**src/rtl/path_readback_pkg.sv**
```systemverilog
// Shared definitions for the path readback block: register map, FSM states,
// STATUS bit positions and the count saturation helper.
package path_readback_pkg;

  localparam int ADDR_W = 3;

  localparam logic [ADDR_W-1:0] ADDR_STATUS = 3'd0;
  localparam logic [ADDR_W-1:0] ADDR_POP    = 3'd1;
  localparam logic [ADDR_W-1:0] ADDR_PEEK   = 3'd2;
  localparam logic [ADDR_W-1:0] ADDR_TOTAL  = 3'd3;
  localparam logic [ADDR_W-1:0] ADDR_CTRL   = 3'd4;

  typedef enum logic [1:0] {IDLE, COLLECT, COMPLETE} rb_state_t;

  localparam int ST_EMPTY     = 0;
  localparam int ST_FULL      = 1;
  localparam int ST_COMPLETE  = 2;
  localparam int ST_OVERFLOW  = 3;
  localparam int ST_COUNT_LSB = 8;

  function automatic logic [7:0] sat_count8(input logic [31:0] cnt);
    return (cnt > 32'd255) ? 8'hFF : cnt[7:0];
  endfunction

endpackage

```
**src/rtl/path_readback_if.sv**
```systemverilog
// Datapath push port, completion strobe and Avalon-MM read/control port.
interface path_readback_if
  import path_readback_pkg::*;
#(
  parameter int NODE_W = 8,
  parameter int DIST_W = 16
);
  logic              push_valid;
  logic [NODE_W-1:0] push_node;
  logic [DIST_W-1:0] push_dist;
  logic              push_ready;
  logic              path_done;
  logic [DIST_W-1:0] total_dist;
  logic              chipselect;
  logic              read;
  logic              write;
  logic [ADDR_W-1:0] address;
  logic [31:0]       writedata;
  logic [31:0]       readdata;
  logic              irq;

  modport master (
    output push_valid, push_node, push_dist, path_done, total_dist,
           chipselect, read, write, address, writedata,
    input  push_ready, readdata, irq
  );

  modport slave (
    input  push_valid, push_node, push_dist, path_done, total_dist,
           chipselect, read, write, address, writedata,
    output push_ready, readdata, irq
  );
endinterface

```
**src/rtl/path_readback_fifo.sv**
```systemverilog
// Synchronous FIFO with extra-MSB pointers; flush takes priority over push/pop.
module path_fifo #(
  parameter int WIDTH = 24,
  parameter int DEPTH = 64,
  localparam int AW = $clog2(DEPTH)
) (
  input  logic             clk,
  input  logic             rst_n,
  input  logic             push,
  input  logic             pop,
  input  logic             flush,
  input  logic [WIDTH-1:0] din,
  output logic [WIDTH-1:0] head,
  output logic             empty,
  output logic             full,
  output logic [AW:0]      count
);
  logic [WIDTH-1:0] mem [DEPTH];
  logic [AW:0]      wr_ptr;
  logic [AW:0]      rd_ptr;

  assign count = wr_ptr - rd_ptr;
  assign empty = (wr_ptr == rd_ptr);
  assign full  = (wr_ptr[AW] != rd_ptr[AW]) && (wr_ptr[AW-1:0] == rd_ptr[AW-1:0]);
  assign head  = mem[rd_ptr[AW-1:0]];

  always_ff @(posedge clk or negedge rst_n) begin
    if (!rst_n) begin
      wr_ptr <= '0;
      rd_ptr <= '0;
    end else if (flush) begin
      wr_ptr <= '0;
      rd_ptr <= '0;
    end else begin
      if (push && !full) wr_ptr <= wr_ptr + 1'b1;
      if (pop && !empty) rd_ptr <= rd_ptr + 1'b1;
    end
  end

  always_ff @(posedge clk) begin
    if (push && !full && !flush) mem[wr_ptr[AW-1:0]] <= din;
  end
endmodule

```
**src/rtl/path_readback.sv**
```systemverilog
// Avalon-MM read-back of Dijkstra path results: entry FIFO, run FSM, register decode.
module path_readback
  import path_readback_pkg::*;
#(
  parameter int DEPTH  = 64,
  parameter int NODE_W = 8,
  parameter int DIST_W = 16
) (
  input  logic           clk,
  input  logic           reset,
  path_readback_if.slave bus
);
  localparam int AW = $clog2(DEPTH);
  localparam int EW = NODE_W + DIST_W;

  logic          rd_en, clear, pop_req, push_acc, pop_fire;
  logic          fifo_empty, fifo_full;
  logic [AW:0]   fifo_count;
  logic [EW-1:0] head;
  rb_state_t     state, state_nxt;
  logic          overflow;
  logic [DIST_W-1:0] total_q;
  logic [31:0]   readdata_q, rd_mux, entry_word, status_word;
  logic          unused_wdata;

  assign unused_wdata = ^bus.writedata[31:1];

  assign rd_en    = bus.chipselect & bus.read;
  assign clear    = bus.chipselect & bus.write & (bus.address == ADDR_CTRL) & bus.writedata[0];
  assign pop_req  = rd_en & (bus.address == ADDR_POP);
  assign push_acc = bus.push_valid & ~fifo_full & ~clear;
  assign pop_fire = pop_req & ~fifo_empty & ~clear;

  path_fifo #(.WIDTH(EW), .DEPTH(DEPTH)) u_fifo (
    .clk   (clk),
    .rst_n (reset),
    .push  (push_acc),
    .pop   (pop_fire),
    .flush (clear),
    .din   ({bus.push_node, bus.push_dist}),
    .head  (head),
    .empty (fifo_empty),
    .full  (fifo_full),
    .count (fifo_count)
  );

  assign bus.push_ready = ~fifo_full;

  always_comb begin
    entry_word = '0;
    if (!fifo_empty) begin
      entry_word[31]     = 1'b1;
      entry_word[EW-1:0] = head;
    end
  end

  always_comb begin
    status_word                     = '0;
    status_word[ST_EMPTY]           = fifo_empty;
    status_word[ST_FULL]            = fifo_full;
    status_word[ST_COMPLETE]        = (state == COMPLETE);
    status_word[ST_OVERFLOW]        = overflow;
    status_word[ST_COUNT_LSB +: 8]  = sat_count8(32'(fifo_count));
  end

  always_comb begin
    rd_mux = '0;
    case (bus.address)
      ADDR_STATUS:         rd_mux = status_word;
      ADDR_POP, ADDR_PEEK: rd_mux = entry_word;
      ADDR_TOTAL:          rd_mux = 32'(total_q);
      default:             rd_mux = '0;
    endcase
  end

  always_ff @(posedge clk or negedge reset) begin
    if (!reset) begin
      readdata_q <= '0;
      overflow   <= 1'b0;
      total_q    <= '0;
    end else begin
      if (rd_en) readdata_q <= rd_mux;
      if (clear) begin
        overflow <= 1'b0;
        total_q  <= '0;
      end else begin
        if (bus.push_valid && fifo_full) overflow <= 1'b1;
        if (bus.path_done) total_q <= bus.total_dist;
      end
    end
  end

  assign bus.readdata = readdata_q;

  // state | meaning
  // IDLE     | no run in progress, FIFO empty or just cleared
  // COLLECT  | datapath is pushing path entries
  // COMPLETE | path finished, irq raised until drained or cleared
  always_ff @(posedge clk or negedge reset) begin
    if (!reset) state <= IDLE;
    else        state <= state_nxt;
  end

  always_comb begin
    state_nxt = state;
    if (clear) begin
      state_nxt = IDLE;
    end else begin
      case (state)
        IDLE: begin
          if (bus.path_done)  state_nxt = COMPLETE;
          else if (push_acc)  state_nxt = COLLECT;
        end
        COLLECT: begin
          if (bus.path_done)  state_nxt = COMPLETE;
        end
        COMPLETE: begin
          // A new path_done keeps the run complete even if the last entry leaves now.
          if (!bus.path_done && pop_fire && !push_acc &&
              fifo_count == (AW+1)'(1))
            state_nxt = IDLE;
        end
        default: state_nxt = IDLE;
      endcase
    end
  end

  always_comb begin
    bus.irq = (state == COMPLETE);
  end
endmodule

```
**src/flat_wrapper.sv**
```systemverilog
// flat-port wrapper written by rule: the top's interface ports become plain ports
module path_readback_flat import path_readback_pkg::*;
#(
  parameter int DEPTH  = 64,
  parameter int NODE_W = 8,
  parameter int DIST_W = 16
)
  (clk, reset, bus_push_valid, bus_push_node, bus_push_dist, bus_path_done, bus_total_dist, bus_chipselect, bus_read, bus_write, bus_address, bus_writedata, bus_push_ready, bus_readdata, bus_irq);
  path_readback_if #(.NODE_W(NODE_W), .DIST_W(DIST_W)) bus_i ();
  input  logic clk;
  input  logic reset;
  input wire logic [$bits(bus_i.push_valid)-1:0] bus_push_valid;
  input wire logic [$bits(bus_i.push_node)-1:0] bus_push_node;
  input wire logic [$bits(bus_i.push_dist)-1:0] bus_push_dist;
  input wire logic [$bits(bus_i.path_done)-1:0] bus_path_done;
  input wire logic [$bits(bus_i.total_dist)-1:0] bus_total_dist;
  input wire logic [$bits(bus_i.chipselect)-1:0] bus_chipselect;
  input wire logic [$bits(bus_i.read)-1:0] bus_read;
  input wire logic [$bits(bus_i.write)-1:0] bus_write;
  input wire logic [$bits(bus_i.address)-1:0] bus_address;
  input wire logic [$bits(bus_i.writedata)-1:0] bus_writedata;
  output wire logic [$bits(bus_i.push_ready)-1:0] bus_push_ready;
  output wire logic [$bits(bus_i.readdata)-1:0] bus_readdata;
  output wire logic [$bits(bus_i.irq)-1:0] bus_irq;
  assign bus_i.push_valid = bus_push_valid;
  assign bus_i.push_node = bus_push_node;
  assign bus_i.push_dist = bus_push_dist;
  assign bus_i.path_done = bus_path_done;
  assign bus_i.total_dist = bus_total_dist;
  assign bus_i.chipselect = bus_chipselect;
  assign bus_i.read = bus_read;
  assign bus_i.write = bus_write;
  assign bus_i.address = bus_address;
  assign bus_i.writedata = bus_writedata;
  assign bus_push_ready = bus_i.push_ready;
  assign bus_readdata = bus_i.readdata;
  assign bus_irq = bus_i.irq;
  path_readback #(.DEPTH(DEPTH), .NODE_W(NODE_W), .DIST_W(DIST_W)) u_core (.clk(clk), .reset(reset), .bus(bus_i));
endmodule
```
**config.mk**
```make
export PLATFORM = sky130hd
export DESIGN_NAME = path_readback_flat
export DESIGN_NICKNAME = d
export VERILOG_FILES = /design/src/rtl/path_readback_pkg.sv /design/src/rtl/path_readback_if.sv /design/src/rtl/path_readback_fifo.sv /design/src/rtl/path_readback.sv /design/src/flat_wrapper.sv
export SDC_FILE = /design/constraint.sdc
export NUM_CORES = 1
export LEC_CHECK = 0
export BUFFER_PORTS_ARGS = -buffer_cell sky130_fd_sc_hd__buf_2
export CAP_MARGIN = 30
export CORE_ASPECT_RATIO = 1.1
export CORE_UTILIZATION = 45
export CTS_CLUSTER_DIAMETER = 80
export CTS_CLUSTER_SIZE = 14
export DETAILED_ROUTE_END_ITERATION = 12
export PLACE_DENSITY = 0.62
export SLEW_MARGIN = 10
export SYNTH_ARGS = -nofsm -noshare
export SYNTH_HDL_FRONTEND = slang
export SYNTH_SLANG_ARGS = --single-unit
```
**constraint.sdc**
```tcl
create_clock -name clk -period 5.7 [get_ports clk]
set_clock_uncertainty 0.15 [all_clocks]
set_input_delay 0.57 -clock clk [delete_from_list [all_inputs] [get_ports clk]]
set_output_delay 0.57 -clock clk [all_outputs]
set_load 0.01 [all_outputs]
```
# Word-level counts from Yosys, hierarchy flattened
# Memories as Yosys holds them, arrays and structs flattened.
# Cells that the tools add are included.
# op_classes
addsub	3
eq_ne	13
mux	19
bitwise_logic	12
n_reduce_logical	21
# ops
cell	n
one-hot mux 32 bit (3 select lines)	1
2-to-1 mux 16 bit	2
2-to-1 mux 7 bit	4
2-to-1 mux 24 bit	1
adder 7 x 1 -> 7 bit, second input constant	2
2-to-1 mux 2 bit	5
bitwise AND 1 bit	9
logical AND 1 bit	8
nonzero test 2 bit	4
equality test 7 x 1 -> 1 bit, second input constant	1
equality test 7 bit	1
subtractor 7 bit	1
equality test 3 x 2 -> 1 bit, second input constant	2
equality test 6 bit	1
one-hot mux 2 bit (3 select lines)	1
zero test 1 bit	5
2-to-1 mux 1 bit	5
!= test 4 x 2 -> 1 bit, second input constant	1
equality test 3 x 1 -> 1 bit, second input constant	1
equality test 3 bit, second input constant	1
zero test 3 bit	1
!= test 3 x 1 -> 1 bit, second input constant	1
!= test 3 x 2 -> 1 bit, second input constant	1
inverter 1 bit	3
6 further kinds	6
# word_totals
regBits	65
mem_bits_rw	1536
input_bits	82
output_inout_bits	34
elab_cells	75
mem_count	1
# mem_list
memory	words	word_bits	read_ports	rd_clocked_by_memory_dff	write_ports	line_no	source
u_core.u_fifo.mem	64	24	1	0	1	path_readback_fifo.sv:18	logic [WIDTH-1:0] mem [DEPTH];

# Depth between registers and ports, before layout
# Gate-level depths: netlist of run 1.
# logic_depth
word_depth	11
ltp_mapped	12
ltp_nobuf	10

# Modules after synthesis
# Synthesis of run 1 repeated with hierarchy kept, for this count alone.
# unflattened
hier_cells	2982
hier_area_um2	61617.8
# modules_own_cells
mod	n_inst	cells_per_inst	area_each_um2	seq_area_each_um2
path_fifo	1	2786	59469.5	46474.6
path_readback	1	196	2148.3	1101.1

# Least setup slack after synthesis of run 1
# Ideal clock, no wire load.
# synth_timing
path_kind	reg2reg
start	register u_core.u_fifo.rd_ptr[4]
end	memory u_core.u_fifo.mem[31][0], enable pin
setup_time_ns	0.405
arrival_ns	3.787
required_ns	5.145
path_slack_ns	1.358
stages_incl_launch_ff	10
path_buffers	2
synth_period_minus_slack_ns	4.342
path_cell_list	dfrtp_1 > inv_2 > buf_1 > clkbuf_1 > ha_1 > nand2_1 > o31ai_2 > nor3b_1 > nand3_1 > nor2_1
# synth_via
elab_chain_len	9
elab_cells_between_ends	10
classes_between	1 x eq/ne; 2 x mux; 3 x bitwise; 4 x reduce/logical
# synth_lines
element	line_no	source
start: declaration	path_readback_fifo.sv:20	logic [AW:0] rd_ptr;
start signal: assignment	path_readback_fifo.sv:36	if (pop && !empty) rd_ptr <= rd_ptr + 1'b1;
equality test 6 bit (*)	path_readback_fifo.sv:24	assign full = (wr_ptr[AW] != rd_ptr[AW]) && (wr_ptr[AW-1:0] == rd_ptr[AW-1:0]);
logical AND 1 bit (*)	path_readback_fifo.sv:24	
inverter 1 bit	path_readback.sv:31	assign push_acc = bus.push_valid & ~fifo_full & ~clear;
bitwise AND 1 bit (2 in series)	path_readback.sv:31	
logical AND 1 bit (*) (2 in series)	path_readback_fifo.sv:41	if (push && !full && !flush) mem[wr_ptr[AW-1:0]] <= din;
2-to-1 mux 1 bit (*)	path_readback_fifo.sv:41	
2-to-1 mux 1 bit (implied by the code) (*)	path_readback_fifo.sv:41	
end: declaration	path_readback_fifo.sv:18	
# Every way passes the cells marked *; elsewhere a longest branch is shown, timed or not.

# Worst setup path in the final report of run 1
# layout_timing
start	register u_core.u_fifo.rd_ptr[3]
end	memory u_core.u_fifo.mem[47][18], enable pin
# Same word-level chain as after synthesis.

==> impl_results.md, run 1 <==
- Status: finished, final reports clean
- CP arrival: 4920 ps
- Slew Viols, Final: 0
- Vias per inst: 6.183
- CTS-repair resized insts: 0
- Worst rel slew slack: 0.2408
- DIE AREA: 0.1383 mm²
- Initial Util: 0.4531
- Root Driver: clkbuf_16
- Max FO, Critical Path: 17
- Post-Route WL: 159.5 mm
- Largest family of logic cells by synthesized area: multiplexers
- Critical R2R Capture: u_core.u_fifo.mem[47][18]
- Predominant post-synthesis flop cell: edfxtp_1
- Worst r2r src: u_core.u_fifo.rd_ptr[3]
- Fillers: 10591
- Final setup viols: 0
- Final Util: 0.5063
- Antenna violations before repair: 9
- Number of flops mapped to enable cells by yosys: 1536
- Height of the die: 390.0 µm
- Crit end category: register
- Die width: 354.7 µm
- Slew @ Worst Pin: 1139 ps
- Hold_sp: bus_push_node[1]
- R2R depth: 8
- Worst VDD drop: about 0.00034 V
- Post-DP HPWL: 91.74 mm
- GRT overflow: 0
- Post-route insts no fill: slightly below 5000
- Critical path, cell by cell: inv_2, ha_1, nand4_1, o31ai_2, nor3b_1, nand3_1, nor2_2, buf_4
- Diodes inserted: 0
- Post-synthesis sequential area ratio: 0.7726
- Synth Area per Inst: ~22 µm²
- GPL Wtd Cong: ~0.86
- Max Clock Freq: 214.7 MHz
- Post-Place Cells: 4709
- Clk sinks: 1594
- Total power: 28.04 mW
- Final layout net count: 3153
- Hold slack final: 31.00 ps
- Area contributors post-synth: edfxtp_1 75%, mux4_2 13%, dfrtp_1 2.4%
- Largest net degree at the start of global routing: 140
- Worst path slowest cell: nor2_2
- Async S/R FF share, synth: 0.03639
- Layout area overhead: 11.75%
- Htree depth: 4
- Hold crit path type: in -> reg
- Cells after Synth: 2852
- Post CTS Setup Buffer Count: 0
- CTS tree: done
- Fraction of the mapped netlist area in simple logic gates: 0.02239
- Mapped Area: 0.06158 mm²
- Ys Warns: 0
- XOR/XNOR Fraction of Synth Area: 0.002133
- WHS Endpoint: u_core.u_fifo.mem[23][17]
- Final setup TNS: 0 ps
- Max Cap Violations: 0
- # rows: 142
- FF-to-FF setup slack: 1040 ps
- 1st-iter DRT viols: 4090
- Clock slew at reported path FFs: 70 ps
- Top cell type's share of synthesized area: 0.7490
- Routed vias: 30415
- Hold path depth: 1
- Layout cells sized above 1: 0.2587
- Floorplan core area: 0.1359 mm²
- Delay of the slowest critical-path stage: ~670 ps
- Number of global-route vias before repair: 30882
- P per Cell Area: 407.5 mW/mm²
- Total GRT Usage: 0.2320
- #FFs+latches synth: 1594
- Hold Vio Cnt, Final: 0
- Global-route wire length before repair: 226.0 mm
- DR WL/cell: 32.43 µm
- Mux cell area share after synthesis: 0.1530
- Compound-Gate Fraction of Synth Area: 0.03253
- Min Tclk post-route: about 4700 ps
- IO Pins: 116
- Skew-Pair Late Insertion Delay: 760 ps
- Residual DRC: 0
- Startpoint Class: register
- Unrepaired setup endpoints after global routing: no
- Crit Path Category: reg -> reg
- Final worst path period share: 0.8171
- Cell taking the most area after synthesis: edfxtp_1
- Worst EP required: 5960 ps
- First-pass iteration count of the detailed router: 7
- Antenna-violating nets left: 0
- IO buf count: 77
- Lkg Pwr: 21.55 nW
- Adder-cell share of the synthesized area: 0.001951
- CTS buffer count: 131
- Unique cell type count in the Yosys netlist: 66
- CTS max path bufs: 3
[layout make-up]
cell class,instances,area (µm²),area share
flip-flops and latches,1594,47590,0.6916
multi-input cells,1097,13300,0.1933
clock buffers,179,3543,0.05149
well taps,1800,2252,0.03273
repair buffers,227,1953,0.02838
clock inverters,11,132.6,0.001927
inverters,11,41.29,0.0006000
[power by group]
part           internal (mW)  switching [mW]  leakage, nW  total (mW)
Sequential              13.3           0.262         14.5        13.6
Combinational           2.45            3.75         5.22        6.20
Clock                   4.33            3.94         1.78        8.27
Total                   20.1            7.95         21.5        28.0
[cells by family after synthesis]
logic type               count (synthesis)
adder cells (fa/ha/maj)                  9
other                                    1
AND/OR/NAND/NOR                        311
AO/OA/AOI/OAI                          273
buffers and inverters                  167
multiplexers                           482
flip-flops                            1594
XOR/XNOR                                15
[worst max-delay path, delay by kind of cell, from the launching register on]
family                     cells  cell delay [ps]
and+or+nand+nor                4             2140
buffers and inverters          2              920
DFF                            1              490
adders and majority gates      1              410
AOI/OAI and AO/OA              1              180
[registers in the layout (all words and copies together) (netlist names)]
register and cells:
u_core.u_fifo.wr_ptr 7, u_core.total_q 16, u_core.bus.readdata 25, u_core.state 2, u_core.u_fifo.mem 1536, u_core.overflow 1, u_core.u_fifo.rd_ptr 7
[per-stage QoR]
stage	area [µm²]	setup slack (ps)
5_1_grt	68810	798.4
3_3_place_gp	64410	942.6
4_1_cts	68760	1046
3_5_place_dp	64910	1092
2_1_floorplan	61600	1358
6_report	68810	1043
[cell usage in the layout (no fill, tap or decap), drive strengths merged, types with 7 or more instances in the layout]
cell type / Yosys / final
a211oi: 9 / 9
edfxtp: 1536 / 1536
nand2: 96 / 96
o211ai: 9 / 9
dfrtp: 58 / 58
nor2b: 9 / 9
conb: 1 / 7
nand3: 29 / 29
mux4: 367 / 367
o21ai: 20 / 20
xor2: 7 / 7
a2111oi: 7 / 7
inv: 9 / 16
o22ai: 8 / 8
dlygate4sd3: 0 / 18
xnor2: 8 / 8
nor2: 127 / 127
a22o: 15 / 15
nor3: 12 / 12
a21oi: 51 / 51
mux2i: 112 / 112
nand4: 8 / 8
a221oi: 14 / 14
clkbuf: 56 / 179
ha: 8 / 8
a22oi: 80 / 80
buf: 100 / 209
o221ai: 22 / 22
[synth_stat cells, drive strengths merged (12+ instances only)]
| cell type | count |
|---|---|
| a21oi | 51 |
| a221oi | 14 |
| a22o | 15 |
| a22oi | 80 |
| buf | 100 |
| clkbuf | 56 |
| dfrtp | 58 |
| edfxtp | 1536 |
| mux2i | 112 |
| mux4 | 367 |
| nand2 | 96 |
| nand3 | 29 |
| nor2 | 127 |
| nor3 | 12 |
| o21ai | 20 |
| o221ai | 22 |
[worst max path at each step]
stage | startpoint | to | slack (ps) | cells past startpoint
3_5_place_dp | u_core.u_fifo.rd_ptr[3] | u_core.u_fifo.mem[47][17] | 1090 | 8
4_1_cts | u_core.u_fifo.rd_ptr[3] | u_core.u_fifo.mem[47][22] | 1050 | 8
3_3_place_gp | u_core.u_fifo.rd_ptr[3] | u_core.u_fifo.mem[62][17] | 940 | 8
6_report | u_core.u_fifo.rd_ptr[3] | u_core.u_fifo.mem[47][18] | 1040 | 8
2_1_floorplan | u_core.u_fifo.rd_ptr[4] | u_core.u_fifo.mem[31][0] | 1360 | 9
5_1_grt | u_core.u_fifo.rd_ptr[3] | u_core.u_fifo.mem[47][18] | 800 | 8
[routing by layer]
metal / global-route usage / up-vias / part of all wire
li1: - / 12345 / -
met1: 0.3182 / 16362 / 0.39
met2: 0.3772 / 1466 / 0.49
met3: 0.04397 / 236 / 0.084
met4: 0.07288 / 6 / 0.029
met5: 0 / - / 0.00017
[what timing repair did]
| item | in CTS | in global routing |
|---|---|---|
| setup endpoints to repair | 0 | 0 |
| hold endpoints to repair | 75 | 0 |
| hold buffers | 18 | 0 |
No activity file was read; power rests on OpenSTA's default activity.
==> run 2: changes to the inputs <==
==> constraint.sdc (replaced) <==
create_clock -name clk -period 4.31 [get_ports clk]
set_clock_uncertainty 0.15 [all_clocks]
set_input_delay 0.431 -clock clk [delete_from_list [all_inputs] [get_ports clk]]
set_output_delay 0.431 -clock clk [all_outputs]
set_load 0.01 [all_outputs]
==> run 2 against run 1 <==
- non-clock buffer count is 32 higher
- die area stayed put
- critical path depth stayed put
==> impl_results.md, run 2 (synthesis gave the netlist of run 1 again) <==
- Antenna-violating nets left: 0 (unchanged)
- P per Cell Area: 537.0 mW/mm² (+32%)
- Max Clock Freq: 250.2 MHz (+17%)
- Height of the die: 390.0 µm (unchanged)
- Commonest non-fill, non-tap cells in the layout: 1536 x edfxtp_1, 367 x mux4_2, 137 x clkbuf_16
- GPL Wtd Cong: 0.8419 (-1.6%)
- Max Cap Violations: 0 (unchanged)
- Crit Path Category: reg -> reg
- Lkg Pwr: 21.70 nW (+0.70%)
- Antenna violations before repair: 7 (-2)
- CTS buffer count: 132 (+0.76%)
- CTS max path bufs: 3 (unchanged)
- Clock Power Share: 0.293 (-0.002)
- Skew-Pair Late Insertion Delay: 750 ps (about the same)
- DIE AREA: 0.1383 mm² (unchanged)
- Floorplan core area: 0.1359 mm² (unchanged)
- Sw Ratio: 0.2811 (-0.002351)
- Min Tclk post-route: 3997 ps (-660.6 ps)
- Final setup viols: 0 (unchanged)
- Hold crit path type: in -> reg
- M1 GR Usage: 0.3238 (+0.005657)
- Final layout net count: 3186 (+1.0%)
- Psw: 10.43 mW (+31%)
- Initial Util: 0.4531 (unchanged)
- Status: finished, final reports clean
- First-pass iteration count of the detailed router: 8 (+1)
- Post-DP HPWL: 93.82 mm (+2.3%)
- Clock slew at reported path FFs: 70 ps (about the same)
- Max FO, Critical Path: 13 (-4)
- 1st-iter DRT viols: 3792 (-7.3%)
- Slew Viols, Final: 0 (unchanged)
- DR WL/cell: 31.86 µm (-1.7%)
- Largest net degree at the start of global routing: 105 (-25%)
- Total GRT Usage: 0.2286 (-0.003343)
- Post-Route WL: 157.4 mm (-1.4%)
- Number of global-route vias before repair: 31091 (+0.68%)
- CP arrival: 4250 ps (-670 ps)
- IO Pins: 116 (unchanged)
- Residual DRC: 0 (unchanged)
- Final Util: 0.5085 (+0.002173)
- CTS-repair resized insts: 0 (unchanged)
- GRT overflow: 0 (unchanged)
- Worst EP required: 4570 ps (-1390 ps)
- Met3 usage: 0.03519 (-0.008785)
- Crit end category: register
- Clk sinks: 1594 (unchanged)
- Startpoint Class: register
- Worst rel slew slack: 0.2989 (+0.05807)
- Layout area overhead: 12.23%
- Htree depth: 4 (unchanged)
- Pint: 26.68 mW (+33%)
- Gate power share: 0.225 (+0.004)
- IO buf count: 77 (unchanged)
- Commonest non-fill, non-tap cell in the layout: edfxtp_1
- CTS tree: done
- Routed vias: 30660 (+0.81%)
- GRT busiest layer: met2
- Met2 GRT Util: 0.3684 (-0.008842)
- Flop pwr share: 0.482 (-0.002)
- Final worst path period share: 0.9273 (+0.1102)
- Max reg flops: 1536 (unchanged)
- Vias per inst: 6.208 (+0.40%)
- Worst VDD drop: 0.0004280 V (+28%)
- Global-route wire length before repair: 224.2 mm (-0.79%)
- Die width: 354.7 µm (unchanged)
- # rows: 142 (unchanged)
- Unrepaired setup endpoints after global routing: no
- Layout cells sized above 1: 0.2645 (+0.005763)
- Total power: 37.11 mW (+32%)
- Slew @ Worst Pin: 1052 ps (-87.11 ps)
- Hold Vio Cnt, Final: 0 (unchanged)
- Root Driver: clkbuf_16
## run 2: repair_timing
action	4_1_cts	5_1_grt
setup buffers	0	0
endpoints found under the hold margin	149	17
hold buffers	25	2
endpoints found under the setup margin	0	0
## run 2: layer usage
metal  up-vias  share of wire
met4         6          0.028
met3       235          0.076
met2      1451           0.49
li1      12391              -
met5         -        0.00025
met1     16577           0.41
## run 2: final cells by class
type,count,area (µm²)
inverter,11,41.29
clock buffer,172,3560
clock inverter,5,65.06
fill,10520,66810
multi-input combinational,1097,13310
tap,1800,2252
timing repair buffer,259,2287
sequential,1594,47590
antenna,1,2.502
## run 2: critical path, cell delays in order (launching register included)
cell	delay (ps)
dfrtp_1	600
inv_1	180
ha_1	410
nand2_1	200
o31ai_2	150
nor3_1	360
nand2_1	350
nor2_2	820
buf_4	430
## run 2: metrics by stage
stage          area, µm²  TNS (ps)  cells  hold slack [ps]  worst slack [ps]
6_report           69110         0   4939            47.34             313.2
5_1_grt            69110         0   4938            42.55             74.13
4_1_cts            68980         0   4931           0.1139             326.0
3_5_place_dp       65110         0   4729            305.6             372.3
3_3_place_gp       64670         0   4709            279.0             453.9
2_1_floorplan      61600     -4816   2858           -14.59            -31.82
## run 2: worst paths after layout
path                       slack (ps)               startpoint                   endpoint  cells after the start
hold reg to reg                   310          u_core.state[1]            u_core.state[0]                      1
hold / removal                     50        bus_push_dist[13]  u_core.u_fifo.mem[21][13]                      1
max in group asynchronous        3190                    reset    u_core.u_fifo.rd_ptr[2]                      2
min in group asynchronous         170                    reset     u_core.bus.readdata[6]                      2
setup reg to reg                  310  u_core.u_fifo.rd_ptr[5]  u_core.u_fifo.mem[58][18]                      8
setup / recovery                  310  u_core.u_fifo.rd_ptr[5]  u_core.u_fifo.mem[58][18]                      8
## run 2: power groups by stage
stage	Clock [mW]	Sequential, mW	Combinational (mW)
2_1_floorplan	0	18.1	5.31
3_3_place_gp	0	18.2	8.16
3_5_place_dp	0	18.2	8.32
4_1_cts	11.0	17.9	8.37
5_1_grt	11.6	17.9	8.79
6_report	10.9	17.9	8.35
